`config.mk`:
```
export PLATFORM = sky130hd
export DESIGN_NAME = bitstream_serializer
export DESIGN_NICKNAME = d
export VERILOG_FILES = /design/src/rtl/bitstream_serializer.sv
export SDC_FILE = /design/constraint.sdc
export NUM_CORES = 1
export LEC_CHECK = 0
export BUFFER_PORTS_ARGS = -buffer_cell sky130_fd_sc_hd__buf_2
export CORE_MARGIN = 5
export CORE_UTILIZATION = 57
export CTS_BUF_LIST = sky130_fd_sc_hd__clkbuf_16
export DETAILED_ROUTE_END_ITERATION = 8
export PLACE_DENSITY = 0.79
export SLEW_MARGIN = 20
export SYNTH_ARGS = -nofsm -noshare
export SYNTH_HDL_FRONTEND = slang
export SYNTH_SLANG_ARGS = --single-unit
```
`constraint.sdc`:
```
create_clock -name clk -period 2.15 [get_ports clk]
set_input_delay 0.215 -clock clk [delete_from_list [all_inputs] [get_ports clk]]
set_output_delay 0.215 -clock clk [all_outputs]
set_load 0.05 [all_outputs]
```
`src/rtl/bitstream_serializer.sv`:
```
// Parallel-in/serial-out stage feeding the serial sequence detector.
// A one-word hold register lets consecutive words stream without an idle gap.
module bitstream_serializer #(
    parameter int   WIDTH     = 8,
    parameter bit   MSB_FIRST = 1'b1,
    parameter logic IDLE_BIT  = 1'b1
) (
    input  logic             clk,
    input  logic             reset,
    input  logic [WIDTH-1:0] din,
    input  logic             din_valid,
    output logic             din_ready,
    output logic             bitstream,
    output logic             bit_valid,
    output logic             word_done,
    output logic             busy
);

    localparam int CW = $clog2(WIDTH);
    localparam logic [CW-1:0] LAST = CW'(WIDTH - 1);

    typedef enum logic {
        IDLE  = 1'b0,
        SHIFT = 1'b1
    } state_t;

    state_t           state_r, state_s;
    logic [WIDTH-1:0] sreg_r, sreg_s;
    logic [WIDTH-1:0] hold_r, hold_s;
    logic             hold_full_r, hold_full_s;
    logic [CW-1:0]    cnt_r, cnt_s;

    function automatic logic [WIDTH-1:0] shift_word(input logic [WIDTH-1:0] w);
        logic [WIDTH-1:0] r;
        if (MSB_FIRST) begin
            r = {w[WIDTH-2:0], 1'b0};
        end else begin
            r = {1'b0, w[WIDTH-1:1]};
        end
        return r;
    endfunction

    function automatic logic out_bit(input logic [WIDTH-1:0] w);
        logic b;
        if (MSB_FIRST) begin
            b = w[WIDTH-1];
        end else begin
            b = w[0];
        end
        return b;
    endfunction

    // Next-state logic: shifter, word counter, hold register and handshake.
    always_comb begin
        state_s     = state_r;
        sreg_s      = sreg_r;
        cnt_s       = cnt_r;
        hold_s      = hold_r;
        hold_full_s = hold_full_r;
        case (state_r)
            IDLE: begin
                if (hold_full_r) begin
                    sreg_s      = hold_r;
                    hold_full_s = 1'b0;
                    cnt_s       = '0;
                    state_s     = SHIFT;
                end else begin
                    state_s = IDLE;
                end
            end
            SHIFT: begin
                if (cnt_r != LAST) begin
                    sreg_s = shift_word(sreg_r);
                    cnt_s  = cnt_r + 1'b1;
                end else if (hold_full_r) begin
                    // Next word follows the last bit with no gap.
                    sreg_s      = hold_r;
                    hold_full_s = 1'b0;
                    cnt_s       = '0;
                end else begin
                    state_s = IDLE;
                    cnt_s   = '0;
                end
            end
            default: begin
                state_s = IDLE;
                cnt_s   = '0;
            end
        endcase
        // hold is only consumed while full, so a refill never collides with a read.
        if (din_valid && !hold_full_r) begin
            hold_s      = din;
            hold_full_s = 1'b1;
        end else begin
            hold_s = hold_s;
        end
    end

    // State registers; outputs are registered from the next-state values.
    always_ff @(posedge clk or negedge reset) begin
        if (!reset) begin
            state_r     <= IDLE;
            sreg_r      <= '0;
            cnt_r       <= '0;
            hold_r      <= '0;
            hold_full_r <= 1'b0;
            din_ready   <= 1'b1;
            bit_valid   <= 1'b0;
            bitstream   <= IDLE_BIT;
            word_done   <= 1'b0;
            busy        <= 1'b0;
        end else begin
            state_r     <= state_s;
            sreg_r      <= sreg_s;
            cnt_r       <= cnt_s;
            hold_r      <= hold_s;
            hold_full_r <= hold_full_s;
            din_ready   <= !hold_full_s;
            bit_valid   <= (state_s == SHIFT);
            bitstream   <= (state_s == SHIFT) ? out_bit(sreg_s) : IDLE_BIT;
            word_done   <= (state_s == SHIFT) && (cnt_s == LAST);
            busy        <= (state_s == SHIFT) || hold_full_s;
        end
    end

endmodule

```
==> results.ini <==
[run_status]
status=finished clean

[clock_network]
cts_buffer_depth=2
clk_pin_slew_ps=60
clk_latency_ps=250
cts_root_buf=clkbuf_16
cts.sinks=24
htreeDepth=1
post-cts-setup-buffer-count=0
cts_buffers=3
post_cts_resized=0
cts_tree=yes

[worst_setup_path]
end_kind=register
timing.rr.end=sreg_r[2]
rrSetupSlack_ps=490
cp_data_required_time_ps=2290
r2r-start=cnt_r[0]
path_class=reg -> reg
arrival_ps=1800
cp-startpoint=cnt_r[0]
startpoint_type=register
cp_max_fo=9
ff2ff_path_depth=4

[synth]
synth_flop_cell=dfrtp_1
seq_area_frac_synth=0.591
yosys_warnings=0
synth_area_um2=1020
synth_edf_count=0
synth_cell_types=21
ys_seq_elements=24
yosys-top-cells-count=dfrtp_1 (22), mux2_2 (17), mux2_4 (4)
syn_nets=81
yosysTopAreaCell=dfrtp_1
post-synth-top-count-cell=dfrtp_1
avgSynthCellArea_um2=15.0
synth_top_area_frac=0.539
async_flop_share=1.00
synth_cells=68
yosys-top-cells-area=dfrtp_1 (54%), mux2_2 (19%), mux2_4 (5.9%), dfstp_2 (5.1%), ha_1 (2.5%)

[place]
portBuffers=15
gp_congestion=0.734
placed_area_um2=1110
place_inst=106
hpwl_um=1100

[sta]
fin_crit_sh=0.774
setup_viol=0
min_period_ps=1660
rsz0062_at_grt=false
finalHoldViolCount=0
fin_worst_skew_ps=4.93
finalMaxSlewViolations=0
relSlewSlack=0.671
timing.fmax_mhz=601
tns_ps=0
worst_pin_slew_ps=494

[detailed_routing]
post_drt_wl_per_cell_um=13.3
ant_nets=0
wl_um=1480
drc=0
dr.pass1.iters=3
drtIter0Drc=1
viasPerCell=5.06
vias=562

[finish]
multiInputGateArea_um2=378
area_growth_pct=19.6
regArea_um2=603
layout-drive-gt1-share=0.512
nFillCells=113
fin_area_um2=1220
instances_no_fill=111
final_util=0.715
nNetsFinal=100
antennaDiodeCount=0

[power_and_ir_drop]
intPower_mw=1.43
peakVddDrop_v=0.000800
p_sw_frac=0.296
clkPwrFrac=0.254
power.switching_uw=600
combPwrFrac=0.355
power_density_nw_per_um2=1660
p_leak_nw=0.575
pwr-share-seq=0.391

[min_path]
hold_end=busy
hold_path.class=in -> reg
min-delay-start=din_valid
hold_depth=2

[global_route]
grt_overflow=0
track_usage=0.138
grt_max_degree=25
antenna_found_initial=0
grt_pass1_wl_um=2790
grt_pass1_vias=653

[floorplan]
die_area_um2=2740
core-area_um2=1710
dieWidth_um=52.3
fp.dieH_um=52.3
fp-row-count=15
io_pins=16
initial_utilization=0.598

[run]
drv_cap=0

==> how the worst max path moves through the flow <==
| stage | endpoint | depth (start not counted) |
|---|---|---|
| 6_report | sreg_r[2] | 4 |
| 5_1_grt | sreg_r[2] | 4 |
| 4_1_cts | sreg_r[2] | 4 |
| 3_5_place_dp | sreg_r[2] | 4 |
| 3_3_place_gp | sreg_r[1] | 4 |
| 2_1_floorplan | sreg_r[1] | 5 |
==> stage by stage <==
| step | power, mW | worst slack, ps | hold slack [ps] |
|---|---|---|---|
| 4_1_cts | 2.04 | 497 | 169 |
| 3_3_place_gp | 1.50 | 563 | 212 |
| 2_1_floorplan | 1.43 | 654 | -80.6 |
| 5_1_grt | 2.17 | 403 | 168 |
| 6_report | 2.03 | 486 | 171 |
| 3_5_place_dp | 1.53 | 507 | 215 |
==> power by group through the flow <==
stage	clock network [mW]	logic [mW]	registers (mW)
after detailed placement	0	0.726	0.803
final	0.515	0.720	0.794
after floorplan	0	0.577	0.850
after global placement	0	0.702	0.797
after CTS	0.522	0.727	0.796
after global routing	0.548	0.798	0.825
==> critical path, cell delays in order (launching register included) <==
cell and delay, ps:
dfrtp_1 400, ha_1 210, ha_1 210, nand2b_1 350
mux2_4 380
==> cell usage in the layout (no fill, tap or decap), drive strengths merged <==
cell,synthesis,routed
clkbuf,0,3
nor2b,2,2
a31oi,1,1
ha,2,2
nand2,1,1
a22o,2,2
dlygate4sd3,0,1
dfrtp,22,22
a21o,1,1
mux2,21,21
nand2b,2,2
buf,4,17
nor3,1,1
or3,1,1
bufinv,0,1
a21oi,1,1
inv,1,1
mux2i,1,1
nor3b,1,1
nor2,2,2
dfstp,2,2
==> metal layers <==
metal	GRT usage	up-vias	wire, um
met3	0.0427	0	71
met4	0.0383	0	0
met5	0	-	0
met1	0.158	275	686
li1	-	273	-
met2	0.246	14	717
==> cells by family after synthesis <==
group / synth area share
fa+ha+maj: 0.0245
buf+inv: 0.0392
simple gates: 0.0539
mux: 0.256
flops: 0.591
compound gates: 0.0355
==> layout make-up <==
class	count	share of cell area
timing repair buffer	18	0.0820
tap	25	0.0256
inverter	1	0.00307
sequential	24	0.494
multi-input combinational	39	0.309
clock buffer	3	0.0615
clock inverter	1	0.0246
==> registers in the layout, indices dropped and copies added, names as in the netlist <==
register / count
bitstream: 1
sreg_r: 7
hold_full_r: 1
hold_r: 8
cnt_r: 3
din_ready: 1
state_r: 1
word_done: 1
busy: 1
==> timing repair <==
item | CTS | global route
setup endpoints to repair | 0 | 0
hold buffers | 1 | 0
hold endpoints to repair | 22 | 0
No activity file was read; power rests on OpenSTA's default activity.
